--- src/rtl/alu_seq_ctrl.sv ---
// rtl/alu_seq_ctrl.sv - control stage driving the 32-slice one-bit ALU array
// Single-cycle R-type ops via one EXEC cycle; MULTU as a WIDTH-cycle shift-add on the ADD path.
module alu_seq_ctrl #(
    parameter int WIDTH = 32
) (
    input  logic             clk,
    input  logic             reset,
    input  logic             in_valid,
    output logic             in_ready,
    input  logic [5:0]       funct,
    input  logic [WIDTH-1:0] dataA,
    input  logic [WIDTH-1:0] dataB,
    output logic [WIDTH-1:0] alu_a,
    output logic [WIDTH-1:0] alu_b,
    output logic [5:0]       Signal,
    output logic             Binvert,
    output logic             cin0,
    input  logic [WIDTH-1:0] alu_sum,
    input  logic             alu_cout,
    output logic             out_valid,
    input  logic             out_ready,
    output logic [WIDTH-1:0] result,
    output logic [WIDTH-1:0] hi,
    output logic             overflow,
    output logic             zero,
    output logic             err
);

    localparam logic [5:0] F_ADD   = 6'b100000;
    localparam logic [5:0] F_SUB   = 6'b100010;
    localparam logic [5:0] F_AND   = 6'b100100;
    localparam logic [5:0] F_OR    = 6'b100101;
    localparam logic [5:0] F_SLT   = 6'b101010;
    localparam logic [5:0] F_MULTU = 6'b011001;
    localparam int         CW      = $clog2(WIDTH) + 1;

    typedef enum logic [1:0] {
        S_IDLE,
        S_EXEC,
        S_MUL,
        S_DONE
    } state_t;

    state_t            state_q, state_d;
    logic [5:0]        funct_q, funct_d;
    logic [WIDTH-1:0]  a_q, a_d;
    logic [WIDTH-1:0]  b_q, b_d;      // multiplier / LO during MUL
    logic [WIDTH-1:0]  acc_q, acc_d;  // HI accumulator during MUL
    logic [CW-1:0]     cnt_q, cnt_d;
    logic [WIDTH-1:0]  res_q, res_d;
    logic [WIDTH-1:0]  hi_q, hi_d;
    logic              ovf_q, ovf_d;
    logic              zero_q, zero_d;
    logic              err_q, err_d;

    logic              legal;
    logic              sub_op;
    logic              ovf;
    logic [WIDTH-1:0]  mul_hi;
    logic [WIDTH-1:0]  mul_lo;

    assign in_ready  = (state_q == S_IDLE) & ~reset;
    assign out_valid = (state_q == S_DONE);
    assign result    = res_q;
    assign hi        = hi_q;
    assign overflow  = ovf_q;
    assign zero      = zero_q;
    assign err       = err_q;

    always_ff @(posedge clk) begin
        if (reset) begin
            state_q <= S_IDLE;
            funct_q <= '0;
            a_q     <= '0;
            b_q     <= '0;
            acc_q   <= '0;
            cnt_q   <= '0;
            res_q   <= '0;
            hi_q    <= '0;
            ovf_q   <= 1'b0;
            zero_q  <= 1'b0;
            err_q   <= 1'b0;
        end else begin
            state_q <= state_d;
            funct_q <= funct_d;
            a_q     <= a_d;
            b_q     <= b_d;
            acc_q   <= acc_d;
            cnt_q   <= cnt_d;
            res_q   <= res_d;
            hi_q    <= hi_d;
            ovf_q   <= ovf_d;
            zero_q  <= zero_d;
            err_q   <= err_d;
        end
    end

    always_comb begin
        state_d = state_q;
        funct_d = funct_q;
        a_d     = a_q;
        b_d     = b_q;
        acc_d   = acc_q;
        cnt_d   = cnt_q;
        res_d   = res_q;
        hi_d    = hi_q;
        ovf_d   = ovf_q;
        zero_d  = zero_q;
        err_d   = err_q;
        alu_a   = '0;
        alu_b   = '0;
        Signal  = F_ADD;
        Binvert = 1'b0;
        cin0    = 1'b0;

        legal  = (funct_q == F_ADD) || (funct_q == F_SUB) || (funct_q == F_AND) ||
                 (funct_q == F_OR)  || (funct_q == F_SLT);
        sub_op = (funct_q == F_SUB) || (funct_q == F_SLT);
        ovf    = 1'b0;
        {mul_hi, mul_lo} = {alu_cout, alu_sum, b_q[WIDTH-1:1]};

        case (state_q)
            S_IDLE: begin
                if (in_valid && in_ready) begin
                    funct_d = funct;
                    a_d     = dataA;
                    b_d     = dataB;
                    if (funct == F_MULTU) begin
                        acc_d   = '0;
                        cnt_d   = '0;
                        state_d = S_MUL;
                    end else begin
                        state_d = S_EXEC;
                    end
                end
            end
            S_EXEC: begin
                alu_a   = a_q;
                alu_b   = b_q;
                Signal  = legal ? funct_q : F_ADD;
                Binvert = sub_op;
                cin0    = sub_op;
                ovf     = (a_q[WIDTH-1] == (b_q[WIDTH-1] ^ sub_op)) &&
                          (alu_sum[WIDTH-1] != a_q[WIDTH-1]);
                hi_d    = '0;
                ovf_d   = 1'b0;
                err_d   = 1'b0;
                case (funct_q)
                    F_ADD, F_SUB: begin
                        res_d = alu_sum;
                        ovf_d = ovf;
                    end
                    F_AND, F_OR: res_d = alu_sum;
                    F_SLT:       res_d = {{(WIDTH-1){1'b0}}, alu_sum[WIDTH-1] ^ ovf};
                    default: begin
                        res_d = '0;
                        err_d = 1'b1;
                    end
                endcase
                zero_d  = (res_d == '0);
                state_d = S_DONE;
            end
            S_MUL: begin
                alu_a = acc_q;
                alu_b = b_q[0] ? a_q : '0;
                acc_d = mul_hi;
                b_d   = mul_lo;
                cnt_d = cnt_q + 1'b1;
                if (cnt_q == CW'(WIDTH - 1)) begin
                    res_d   = mul_lo;
                    hi_d    = mul_hi;
                    ovf_d   = 1'b0;
                    err_d   = 1'b0;
                    zero_d  = ({mul_hi, mul_lo} == '0);
                    state_d = S_DONE;
                end
            end
            S_DONE: begin
                if (out_ready) state_d = S_IDLE;
            end
            default: state_d = S_IDLE;
        endcase

        // Buses fall back to the idle pattern whenever reset is asserted.
        if (reset) begin
            alu_a   = '0;
            alu_b   = '0;
            Signal  = F_ADD;
            Binvert = 1'b0;
            cin0    = 1'b0;
        end
    end

endmodule

--- config.mk ---
export PLATFORM = sky130hd
export DESIGN_NAME = alu_seq_ctrl
export DESIGN_NICKNAME = d
export VERILOG_FILES = /design/src/rtl/alu_seq_ctrl.sv
export SDC_FILE = /design/constraint.sdc
export NUM_CORES = 1
export LEC_CHECK = 0
export BUFFER_PORTS_ARGS = -buffer_cell sky130_fd_sc_hd__buf_2
export CAP_MARGIN = 20
export CORE_MARGIN = 2
export CORE_UTILIZATION = 25
export DETAILED_ROUTE_END_ITERATION = 8
export GPL_TIMING_DRIVEN = 0
export PLACE_DENSITY = 0.55
export RECOVER_POWER = 50
export SKIP_CTS_REPAIR_TIMING = 1
export SYNTH_ARGS = -nofsm -noshare
export SYNTH_HDL_FRONTEND = slang
export SYNTH_SLANG_ARGS = --single-unit
--- constraint.sdc ---
create_clock -name clk -period 1.72 [get_ports clk]
set_input_delay 0.172 -clock clk [delete_from_list [all_inputs] [get_ports clk]]
set_output_delay 0.172 -clock clk [all_outputs]
set_load 0.01 [all_outputs]
* After elaboration in Yosys (flattened, before gate mapping) *
Cells that the tools add are included.

storage, ports and cells
  output and inout port bits = 141
  bits of input ports = 107
  flip-flop bits (word level) = 177

operators by class
  eq/ne operators = 16
  reductions and logical operators = 20
  multiplexer cells = 36
  bitwise logic cells = 4
  add/sub/neg operators = 1

operator list
  operator                                                number
  case mux 32 bit (2 select lines)                        7
  two-way mux 32 bit                                      9
  logical NOT 64 bit                                      1
  logical NOT 32 bit                                      1
  equality test 6 bit (second input constant)             5
  two-way mux 6 bit                                       5
  equality test 6 x 5 -> 1 bit (second input constant)    2
  case mux 6 bit (2 select lines)                         1
  two-way mux 2 bit                                       4
  case mux 2 bit (4 select lines)                         1
  adder 6 x 1 -> 6 bit (second input constant)            1
  two-way mux 1 bit                                       6
  inequality test 2 x 1 -> 1 bit (second input constant)  3
  case mux 1 bit (2 select lines)                         3
  AND reduction 2 bit                                     3
  AND reduction 3 bit                                     2
  logical OR 1 bit                                        5
  OR reduction 5 bit                                      1
  equality test 2 bit (second input constant)             2
  nonzero test 2 bit                                      2
  OR reduction 4 bit                                      1
  equality test 2 x 1 -> 1 bit (second input constant)    1
  logical AND 1 bit                                       2
  logical NOT 2 bit                                       1
  7 further kinds                                         8

* Depth between registers and ports, before layout *
  depth in word-level cells = 10
  mapped depth = 9
  mapped depth without buffers = 7

* Worst setup path after synthesis *
OpenSTA, ideal clock, no wires.

  path kind = flip-flop to flip-flop
  start = reg state_q[0]
  end = reg cnt_q[5]
  library setup time = 126 ps
  slack = -83 ps
  buffers on the path = 2
  cell stages (with the launch flop) = 10
  arrival = 1677 ps
  path through = dfxtp_1 > inv_1 > ha_1 > and3b_1 > buf_4 > a41o_1 > buf_4 > nand4_1 > xor2_1 > nor2_1

on the way
  word-level cells in the longest chain between the ends = 5
  elaborated cells on any way between the ends = 9
  classes of those cells = 3 x eq/ne; 1 x mux; 1 x bitwise; 4 x reduce/logical

ends and longest elaborated chain
  element                                          RTL line  source
  start: declaration                               44        state_t state_q, state_d;
  start signal: assignment                         84        state_q <= state_d;
  logical NOT 2 bit                                62, 122
  AND 1 bit                                        62        assign in_ready = (state_q == S_IDLE) & ~reset;
  logical AND 1 bit                                124       if (in_valid && in_ready) begin
  inequality test 2 x 1 -> 1 bit (no source line)  -
  AND reduction 3 bit (no source line)             -
  end signal: assignment                           89        cnt_q <= cnt_d;
  end: declaration                                 49        logic [CW-1:0] cnt_q, cnt_d;

Several ways; a longest one is shown, not always the timed one.
A chain may end at the register's enable or synchronous reset.

* Final worst setup path *
  start = reg state_q[0]
  end = out alu_b[19]

on the way
  word-level cells in the longest chain between the ends = 3
  elaborated cells on any way between the ends = 4
  classes of those cells = 2 x eq/ne; 2 x mux

ends and longest elaborated chain
  element                                                              RTL line  source
  equality test 2 bit or equality test 2 x 1 -> 1 bit (tied branches)  122       case (state_q)
  case mux 32 bit (2 select lines) *                                   122
  two-way mux 32 bit *                                                 185       if (reset) begin
  end: declaration                                                     14        output logic [WIDTH-1:0] alu_b,

Mark *: on every way between the ends. The rest lies on a longest branch, timed or not.

==> summary.txt <==
==============================================================================
Global placer's final weighted congestion                                0.865
Commonest cells in the netlist                                    177 x dfxtp_1, 155 x nand2_1, 107 x nor2_1
Most instantiated library cell after synthesis                         dfxtp_1
Period utilisation layout                                                 130%
Final-stage net count                                                     1426
P&R area growth vs syn                                                   47.3%
Wire length of the first global-routing pass                          50800 um
I/O pin total                                                              248
CP Launch Point                                                     state_q[0]
Path length in cells of the critical path                                    8
Path type of the worst setup path                                   reg -> out
Critical-path cell with the highest stage delay                        dfxtp_4
Core ar.                                                            31600 um^2
Reg2Reg Capture Point                                                result[2]
Vias after detailed routing                                               8909
Cell at the root of the clock tree                                   clkbuf_16
Slowest cell delay on critical path                                     380 ps
Number of global-route vias before repair                                 8066
Register-to-Register Path Depth                                              6
Sum of negative setup slack                                          -42970 ps
DRC                                                                          0
CTS sink count                                                             177
Highest fanout seen on the critical path                                     6
Clock-pin slew on the worst setup and hold paths                         70 ps
First DRT Iteration DRCs                                                   718
CP endpoint kind                                                   output port
Remaining max-slew budget at the tightest pin                            40.8%
Crit path cell chain                                              inv_4 -> ha_4 -> nand2_8 -> nor2_4 -> buf_12 -> buf_8 -> a22o_1 -> buf_2
Gate family responsible for the most delay along the worst path   buffers and inverters
Synth top area cells                                              dfxtp_1 44%, nand2_1 7.3%, nand3_1 6.6%, nor2_1 5.0%, a21oi_1 4.4%
Tightest Pin Transition                                                 889 ps
Routed length per placed instance                                      21.1 um
Number of failing hold endpoints at the final stage                          1
Portion of the post-synthesis area used by sequential elements           44.3%
Leading area contributor after synthesis                               dfxtp_1
Number of buffers inserted during clock tree synthesis                      17
Pins Over Slew Limit                                                         0
Area share of the largest cell type after synthesis                      44.3%
Overall routing resource usage                                           20.5%
Number of filler cells placed in the layout                               3325
Result of the run                                                 finished with violations
Count of nets left with antenna violations after detail routing              0
Worst hold margin                                                     -38.2 ps
Pleak                                                                  4.70 nW
Worst min path class                                                 in -> reg
Largest net degree at the start of global routing                           17
Effective utilization at floorplan                                       25.3%
Die Height                                                              183 um
Pwr dens                                                          1410 nW/um^2
Initial antenna violation count                                              2
Achievable frequency                                                 0.447 GHz
Number of buffer and inverter stages on the critical path                    4
Yosys reg bits                                                             177
Post-Synthesis Mean Instance Area                                    8.10 um^2
Port Buffers                                                               245
Later-pin clock latency in the skew report                              440 ps
Wire length reported by the detailed router                           36600 um
RSZ-0062 raised after global routing                                       yes
Maximum capacitance violations                                               0
Startpoint type of the worst setup path                              flip-flop
Number of iterations in the first detailed-routing pass                      5
Synthesis warning total                                                      0
Top_reg_cell synth                                                     dfxtp_1
Worst reg2reg path startpoint                                       state_q[0]
Clock tree from TritonCTS                                                  yes
Setup violations, final                                                    204
Area of the die                                                     33400 um^2
Setup slack at placement                                               -824 ps
Power consumption                                                      16.6 mW
Flop-to-flop setup slack                                               -310 ps
Total gr overflow                                                            0
Data arrival, critical path                                            2070 ps
Time the final worst path needs with I/O delays and setup              2240 ps
Number of placement rows                                                    65
Area of the mapped netlist                                           7990 um^2
Largest vdd supply drop                                               0.853 mV
Count of cell types in the netlist                                          48
Clock skew                                                             13.4 ps
CP required                                                            1550 ps
Smallest setup slack after layout                                      -518 ps
HPWL after detailed placement                                         27100 um
Termination of the worst setup path                                  alu_b[19]
Floorplan die width                                                     183 um
Ratio of cells with drive above 1 in the final layout                    32.3%
Cell count after synthesis                                                 987
Via-per-instance ratio                                                    5.15
H-tree lvl count                                                             4
Violated checks                                                   negative hold slack, negative setup slack
Async set-reset flop share out of synthesis                                 0%
Synth Net Count                                                           1099
Buffer levels on the longest clock path                                      2
Number of synthesized flops with an enable pin                               0
==============================================================================
[worst min path at each step]
| stage | start | to | slack [ps] | cells after the start |
|---|---|---|---|---|
| after floorplan | dataA[0] | a_q[0] | 270 | 2 |
| after global placement | dataA[27] | a_q[27] | 360 | 3 |
| after detailed placement | dataA[27] | a_q[27] | 360 | 3 |
| after CTS | dataA[27] | a_q[27] | -100 | 3 |
| after global routing | dataA[0] | a_q[0] | 8 | 3 |
| final | dataA[0] | a_q[0] | -40 | 3 |
[layout by cell type (no fill, tap or decap), types with 32 or more instances in the layout]
cell,count
nor3_1,36
buf_2,204
clkbuf_1,70
nand2_1,151
dfxtp_1,170
buf_4,32
a21oi_1,66
nor2_1,94
dlygate4sd3_1,35
mux2i_1,32
nand3_1,95
[state kept, by name, summed over array words and instances, names as in the netlist, 2 cells and up]
signal / count
a_q: 32
acc_q: 32
b_q: 32
cnt_q: 6
funct_q: 6
hi: 32
result: 32
state_q: 2
[metal layers]
metal / track usage [%] / up-vias / share of wire (%)
met5: 0 / - / 0.019
met4: 7.46 / 2 / 2.6
met3: 3.93 / 61 / 6.7
met2: 32.5 / 402 / 46
met1: 27.7 / 4262 / 45
li1: - / 4182 / -
[area by class of cell]
cell class | instances | area, um^2 | area share [%]
sequential | 177 | 3560 | 30.2
timing repair buffer | 312 | 1930 | 16.4
clock inverter | 13 | 173 | 1.47
tap | 402 | 503 | 4.27
clock buffer | 19 | 443 | 3.76
inverter | 5 | 23.8 | 0.202
multi-input combinational | 709 | 4450 | 37.8
antenna | 1 | 2.50 | 0.0213
buffer | 92 | 684 | 5.82
[logic make-up (layout without fill, tap and decap cells)]
| logic type | Yosys count | after routing | share of synthesized area (%) |
|---|---|---|---|
| muxes | 33 | 33 | 4.13 |
| and+or+nand+nor | 454 | 454 | 25.5 |
| DFF | 177 | 177 | 44.3 |
| other | 2 | 3 | 0.0940 |
| buffers and inverters | 101 | 441 | 5.97 |
| adders and majority gates | 5 | 5 | 0.783 |
| xor gates and xnor gates | 4 | 4 | 0.438 |
| AOI/OAI and AO/OA | 211 | 211 | 18.8 |
[worst min-delay path: stages]
cell	delay, ps
buf_2	100
nand2_1	50
nand2_1	40
[power breakdown]
part	internal [mW]	total, mW	switching [mW]
Sequential	5.04	6.02	0.978
Combinational	2.53	6.47	3.94
Clock	2.36	4.16	1.80
Total	9.93	16.6	6.72
[metrics by stage]
step	cells	area, um^2	utilization (%)
3_5_place_dp	1634	9740	30.9
2_1_floorplan	987	8010	-
3_3_place_gp	1634	9740	30.9
4_1_cts	1666	10400	32.8
6_report	1730	11800	37.3
5_1_grt	1729	11800	37.3
(Power assumes the default switching activity.)
